===== config.mk =====
export PLATFORM = sky130hd
export DESIGN_NAME = regfile_dbg_master
export DESIGN_NICKNAME = d
export VERILOG_FILES = /design/src/rtl/regfile_dbg_master.sv
export SDC_FILE = /design/constraint.sdc
export NUM_CORES = 1
export LEC_CHECK = 0
export ABC_AREA = 0
export BUFFER_PORTS_ARGS = -buffer_cell sky130_fd_sc_hd__buf_2
export CORE_UTILIZATION = 50
export DETAILED_ROUTE_END_ITERATION = 8
export PLACE_DENSITY = 0.76
export SKIP_CTS_REPAIR_TIMING = 1
export SYNTH_ARGS = -nofsm -noshare
export SYNTH_HDL_FRONTEND = slang
export SYNTH_SLANG_ARGS = --single-unit

===== constraint.sdc =====
create_clock -name clk -period 2 [get_ports clk]
set_input_delay 0.2 -clock clk [delete_from_list [all_inputs] [get_ports clk]]
set_output_delay 0.2 -clock clk [all_outputs]
set_load 0.005 [all_outputs]

===== src/rtl/regfile_dbg_master.sv =====
// Debug/test sequencer for the integer register file: turns host read, write,
// clear-all and dump-all requests into write-port / read-port-1 cycles.
module regfile_dbg_master #(
    parameter int ADDR_W = 5,
    parameter int DATA_W = 32,
    parameter int NREGS  = 32
) (
    input  logic              clk,
    input  logic              rst,
    input  logic              req_valid,
    output logic              req_ready,
    input  logic [1:0]        req_op,
    input  logic [ADDR_W-1:0] req_addr,
    input  logic [DATA_W-1:0] req_wdata,
    output logic              rsp_valid,
    input  logic              rsp_ready,
    output logic [ADDR_W-1:0] rsp_addr,
    output logic [DATA_W-1:0] rsp_data,
    output logic              rsp_last,
    output logic              busy,
    output logic [ADDR_W-1:0] rf_A1,
    input  logic [DATA_W-1:0] rf_RD1,
    output logic [ADDR_W-1:0] rf_A3,
    output logic [DATA_W-1:0] rf_WD3,
    output logic              rf_WE3
);

    typedef enum logic [2:0] {IDLE, RD, WR, CLR, DRD, RSP} state_t;
    typedef enum logic [1:0] {OP_RD = 2'b00, OP_WR = 2'b01, OP_CLR = 2'b10, OP_DUMP = 2'b11} op_t;

    // Index is one bit wider than an address so the last-register compare never aliases.
    localparam logic [ADDR_W:0] LAST_IDX = (ADDR_W+1)'(NREGS - 1);
    localparam logic [ADDR_W:0] IDX_ONE  = (ADDR_W+1)'(1);

    state_t              state;
    op_t                 op_q;
    logic [ADDR_W-1:0]   addr_q;
    logic [DATA_W-1:0]   wdata_q;
    logic [ADDR_W:0]     idx;

    // NOTE: every register here is sequential state, so all assignments are
    // non-blocking; blocking ones would make later statements see new values.
    always_ff @(posedge clk) begin
        if (!rst) begin
            state     <= IDLE;
            op_q      <= OP_RD;
            addr_q    <= '0;
            wdata_q   <= '0;
            idx       <= '0;
            req_ready <= 1'b0;
            rsp_valid <= 1'b0;
            rsp_addr  <= '0;
            rsp_data  <= '0;
            rsp_last  <= 1'b0;
            busy      <= 1'b0;
            rf_A1     <= '0;
            rf_A3     <= '0;
            rf_WD3    <= '0;
            rf_WE3    <= 1'b0;
        end else begin
            case (state)
                IDLE: begin
                    req_ready <= 1'b1;
                    busy      <= 1'b0;
                    if (req_valid && req_ready) begin
                        req_ready <= 1'b0;
                        busy      <= 1'b1;
                        op_q      <= op_t'(req_op);
                        addr_q    <= req_addr;
                        wdata_q   <= req_wdata;
                        case (op_t'(req_op))
                            OP_RD: begin
                                rf_A1 <= req_addr;
                                state <= RD;
                            end
                            OP_WR: begin
                                rf_A3  <= req_addr;
                                rf_WD3 <= req_wdata;
                                rf_WE3 <= (req_addr != '0);
                                state  <= WR;
                            end
                            OP_CLR: begin
                                idx    <= IDX_ONE;
                                rf_A3  <= ADDR_W'(1);
                                rf_WD3 <= '0;
                                rf_WE3 <= 1'b1;
                                state  <= CLR;
                            end
                            default: begin
                                idx   <= '0;
                                rf_A1 <= '0;
                                state <= DRD;
                            end
                        endcase
                    end
                end

                RD: begin
                    rsp_data  <= rf_RD1;
                    rsp_addr  <= addr_q;
                    rsp_last  <= 1'b1;
                    rsp_valid <= 1'b1;
                    state     <= RSP;
                end

                WR: begin
                    rf_WE3    <= 1'b0;
                    rsp_data  <= (addr_q != '0) ? wdata_q : '0;
                    rsp_addr  <= addr_q;
                    rsp_last  <= 1'b1;
                    rsp_valid <= 1'b1;
                    state     <= RSP;
                end

                CLR: begin
                    if (idx == LAST_IDX) begin
                        rf_WE3    <= 1'b0;
                        rsp_addr  <= '0;
                        rsp_data  <= '0;
                        rsp_last  <= 1'b1;
                        rsp_valid <= 1'b1;
                        state     <= RSP;
                    end else begin
                        idx   <= idx + IDX_ONE;
                        rf_A3 <= ADDR_W'(idx + IDX_ONE);
                    end
                end

                DRD: begin
                    rsp_data  <= rf_RD1;
                    rsp_addr  <= ADDR_W'(idx);
                    rsp_last  <= (idx == LAST_IDX);
                    rsp_valid <= 1'b1;
                    state     <= RSP;
                end

                RSP: begin
                    if (rsp_ready) begin
                        rsp_valid <= 1'b0;
                        if (op_q == OP_DUMP && !rsp_last) begin
                            idx   <= idx + IDX_ONE;
                            rf_A1 <= ADDR_W'(idx + IDX_ONE);
                            state <= DRD;
                        end else begin
                            req_ready <= 1'b1;
                            busy      <= 1'b0;
                            state     <= IDLE;
                        end
                    end
                end

                default: state <= IDLE;
            endcase
        end
    end

endmodule


Word level (Yosys, flattened, before mapping)
Cells that the tools add are included.

cells by class
  $add $sub $neg = 1
  equality and inequality tests = 18
  muxes and demuxes = 43
  reduce and logical (&&, ||, !) cells = 31

operator list
  operator                                                               number
  32-bit one-hot mux with 3 select lines                                 1
  32-bit two-way mux                                                     2
  32-bit one-hot mux with 2 select lines                                 1
  5-bit one-hot mux with 2 select lines                                  4
  5-bit two-way mux                                                      6
  6-bit two-way mux                                                      4
  6-bit one-hot mux with 3 select lines                                  1
  2-bit inequality test, second input constant                           8
  5-bit one-hot mux with 3 select lines                                  1
  3-bit nonzero test                                                     5
  3-bit two-way mux                                                      4
  3-bit one-hot mux with 4 select lines                                  1
  6-bit one-hot mux with 2 select lines                                  1
  3-bit AND reduction                                                    4
  1-bit two-way mux                                                      10
  5-bit nonzero test                                                     2
  1-bit one-hot mux with 3 select lines                                  3
  3-bit one-hot mux with 3 select lines                                  1
  4-bit AND reduction                                                    2
  2-bit OR reduction                                                     4
  6-bit by 1-bit adder with 6-bit output, second input constant          1
  3-bit by 2-bit equality test with 1-bit output, second input constant  2
  3-bit equality test, second input constant                             2
  6-bit by 5-bit equality test with 1-bit output, second input constant  1
  other kinds (14)                                                       22

storage, ports and cells
  bits in registers = 132
  bits of input ports = 75

Depth between registers and ports, before layout
  depth in word-level cells = 5
  mapped depth = 7

Least setup slack after synthesis
OpenSTA, ideal clock, no wires.

  kind = register to register
  start point = register idx[0]
  end point = register rsp_data[18]
  arrival time = 1.665 ns
  data required time = 1.881 ns
  setup slack = 0.216 ns
  stages on the path, launching flop included = 8
  period minus slack after synthesis = 1.784 ns
  cells stage by stage = dfxtp_1 -> ha_1 -> nor2b_1 -> a21o_1 -> and3_1 -> buf_4 -> buf_4 -> o221a_1

on the way
  cells in the longest elaborated chain, start to end = 3

ends and longest elaborated chain
  what                                            RTL line  RTL
  start, declared                                 39        logic [ADDR_W:0] idx;
  start signal, assigned                          124       idx <= idx + IDX_ONE;
  start signal, assigned                          141       idx <= idx + IDX_ONE;
  6-bit by 5-bit equality test with 1-bit output  116       if (idx == LAST_IDX) begin
  2-bit inequality test (no source line)          --
  2-bit AND reduction (no source line)            --
  end signal, assigned                            99        rsp_data <= rf_RD1;
  end signal, assigned                            108       rsp_data <= (addr_q != '0) ? wdata_q : '0;
  end signal, assigned                            130       rsp_data <= rf_RD1;
  end, declared                                   18        output logic [DATA_W-1:0] rsp_data,

Every way passes these cells.
A chain may end at the register's enable or synchronous reset.

Worst setup path after layout
  start point = register idx[0]
  end point = register idx[0]

on the way
  cells in the longest elaborated chain, start to end = 4

ends and longest elaborated chain
  what                                    RTL line  RTL
  6-bit by 1-bit adder with 6-bit output  --
  6-bit two-way mux                       140       if (op_q == OP_DUMP && !rsp_last) begin
  6-bit two-way mux                       138       if (rsp_ready) begin
  6-bit one-hot mux with 3 select lines   61        case (state)

Parallel ways exist; a longest one is shown, timed or not. The select of a mux whose other input is x is not followed.

==> results.md <==
* CP Capture Type: flop
* Area leader, netlist: dfxtp_1
* Post-DP Area at 7430 um2
* Worst slew pin tran at 0.457 ns
* Ys async rst share at 0%
* Drt first pass iters at 6
* Count leader, synth: dfxtp_1
* Prevailing post-synth register cell: dfxtp_1
* Nets at just under 1000
* Worst hold start: req_wdata[5]
* Initial antenna violation count at 0
* Number of distinct library cells after synthesis at 62
* CP Launch Type: flop
* RSZ-0062 raised after global routing: no
* Vias in the first global route at 5727
* # rows at 40
* Hpwl dp at 13.3 mm
* Cells after Synth at ~760
* Critical path data arrival time at 2.13 ns
* Max clock buf depth at 2
* Initial DRC count at 586
* Post-Syn Area at 6380 um2
* Setup CP Type: reg -> reg
* Root Driver: clkbuf_16
* Power density over the cells at 1450 nW/um2
* Max_cap viols at 0
* Synth Area in XOR/XNOR at 0.686%
* FF-to-FF setup slack at 0.18 ns
* Yosys warnings at 0
* DRC Markers at 0
* RR Startpoint: idx[0]
* Die Wd at about 110 um
* Core area at between 10000 and 15000 um2
* P_leak at 3.31 nW
* H-tree levels at 4
* Top cells by count, synth: 132 x dfxtp_1, 124 x nand2_1, 89 x a21oi_1, 43 x clkbuf_1, 42 x nor2_1
* Vias/cell at 5.87
* Fillers at 1029
* # setup viols final at 0
* Hold EP: wdata_q[5]
* EDFF count, synth at 0
* RR Endpoint: idx[0]
* Worst clock skew at 0.00622 ns
* Fraction of layout cells with a size suffix above 1 at 27.4%
* Critical path fanouts, max at 6
* Design area at 8030 um2
* DRT Wirelength at 19.1 mm
* Tightest Hold Check Type: in -> reg
* Placed Cells incl. Taps at ~1100
* RD Place Congestion at 0.899
* Final std cells w/o fill at 1094
* Clock sinks at 132
* Peak VDD IR at 636 uV
* GRT Residual Overflow at 0
* Initial core utilization at 52.3%
* Die area at 13200 um2
* WHS Path Cells at 3
* First-pass GRT wire length at 29.9 mm
* GR Util All Layers at 29.2%
* Slew HR at between 60% and 70%
* Die Ht at 115 um
* Detail Route Antenna Nets at 0
* Final Hold Violating Endpoints at 0
* Fmax at 550 MHz
* DR vias at 6418
* Sequential area share after synthesis at 41.4%
* Critical Path RT at 2.31 ns
* Io pins at 159
* Shortest period the worst path allows at 1.82 ns
* Simple-Gate Fraction of Synth Area at 24.0%
* Worst-Skew Late Latency at ~0.42 ns
* Syn Nets at 842
* Status: finished, final reports clean
* Max Slew Vio Count at 0
* Pin count of the biggest net entering global routing at between 80 and 90
* Synth top area share at 41.4%
* Fin Setup TNS at 0 ns
* Fraction of synthesized area in multiplexers at 1.10%
* CTS Buf Count at 17
* N_diodes at 0
* Ranking of synthesized cells by area: dfxtp_1 41%, nand2_1 7.3%, a21oi_1 7.0%
* Clk slew on worst S/H paths at ~0.06 ns
* Main combinational cell family by area after synthesis: compound AO/OA/AOI/OAI gates
* Reg2reg path depth at 6
* Area delta synth->final at 25.8%
* Final Cycle Share at roughly nine tenths
* Wirelength per Cell at 17.4 um
* IO Port Bufs at 158
* Avg Synthesized Cell Area at 8.37 um2
* Synth Area in Adders at 0.980%
* Post-synthesis register bit count at 132
* Synth Area in Compound Gates at 25.8%
* CTS tree: done
[state kept, by name, indices dropped and copies added, names as in the netlist]
register   cells
addr_q         5
busy           1
idx            6
op_q           2
req_ready      1
rf_A1          5
rf_A3          5
rf_WD3        32
rf_WE3         1
rsp_addr       5
rsp_data      32
rsp_last       1
rsp_valid      1
state          3
wdata_q       32
[per-stage QoR]
stage	setup slack (ns)	power [mW]	hold WS [ns]	utilization, %
after floorplan	0.216	7.01	0.321	-
after global placement	0.175	8.41	0.436	60.8
after detailed placement	0.145	8.49	0.443	60.8
after CTS	0.108	11.6	0.0149	65.7
after global routing	0.0374	12.3	0.0290	65.7
final	0.181	11.7	0.0284	65.7
[cell usage in the layout (no fill, tap or decap), drive strengths merged, types with 3 or more instances in the layout]
cell    instances
o221a          36
mux2i           7
nor4            3
a21oi          89
a31oi           8
o32ai           4
a311oi          5
a221oi         31
nand3          17
nand3b         40
and2           35
or3             3
nand2b          9
dfxtp         132
clkinv          6
clkbuf         17
nor2           43
buf           203
inv            14
or4             3
o211ai          3
nor3            8
o21ai          39
ha              5
nand2         124
nor2b           3
and3            4
xnor2           3
[per-layer routing]
layer,track usage [%],vias up,wire length (um)
li1,-,3070,-
met5,0,-,0
met2,40.5,316,8140
met4,11.3,0,340
met3,8.54,29,1880
met1,42.2,3003,8730
[power breakdown]
group	total [mW]	switching [mW]	leakage (nW)	internal [mW]
combinational	4.87	2.72	1.94	2.14
sequential	3.67	0.442	1.08	3.23
clock	3.12	1.26	0.291	1.86
total	11.7	4.42	3.31	7.24
[worst max path at each step]
| stage | from | end | cells past startpoint |
|---|---|---|---|
| 6_report | idx[0] | idx[0] | 6 |
| 5_1_grt | idx[0] | idx[0] | 6 |
| 4_1_cts | state[2] | idx[3] | 6 |
| 3_5_place_dp | state[0] | rsp_data[4] | 5 |
| 3_3_place_gp | state[0] | rsp_data[4] | 5 |
| 2_1_floorplan | idx[0] | rsp_data[18] | 7 |
[worst max-delay path, cell delays in order (launching register included)]
cell      delay [ns]
dfxtp_1         0.35
ha_1            0.26
nand2b_1        0.20
nor3_1          0.09
buf_4           0.16
or3_1           0.35
o32ai_1         0.30
[cell families after synthesis]
kind of cell               count (synthesis)
and+or+nand+nor                          299
AOI/OAI and AO/OA                        235
DFF                                      132
buffers and inverters                     79
muxes                                      7
xor gates and xnor gates                   5
adders and majority gates                  5
[layout make-up]
cell class	count	area [um2]	share of cell area (%)
clock buffers	17	425	5.30
clock inverters	15	168	2.09
inverters	8	30.0	0.374
multi-input cells	551	3350	41.8
flip-flops and latches	132	2650	33.0
well taps	168	210	2.62
repair buffers	203	1190	14.8
(Power assumes the default switching activity.)
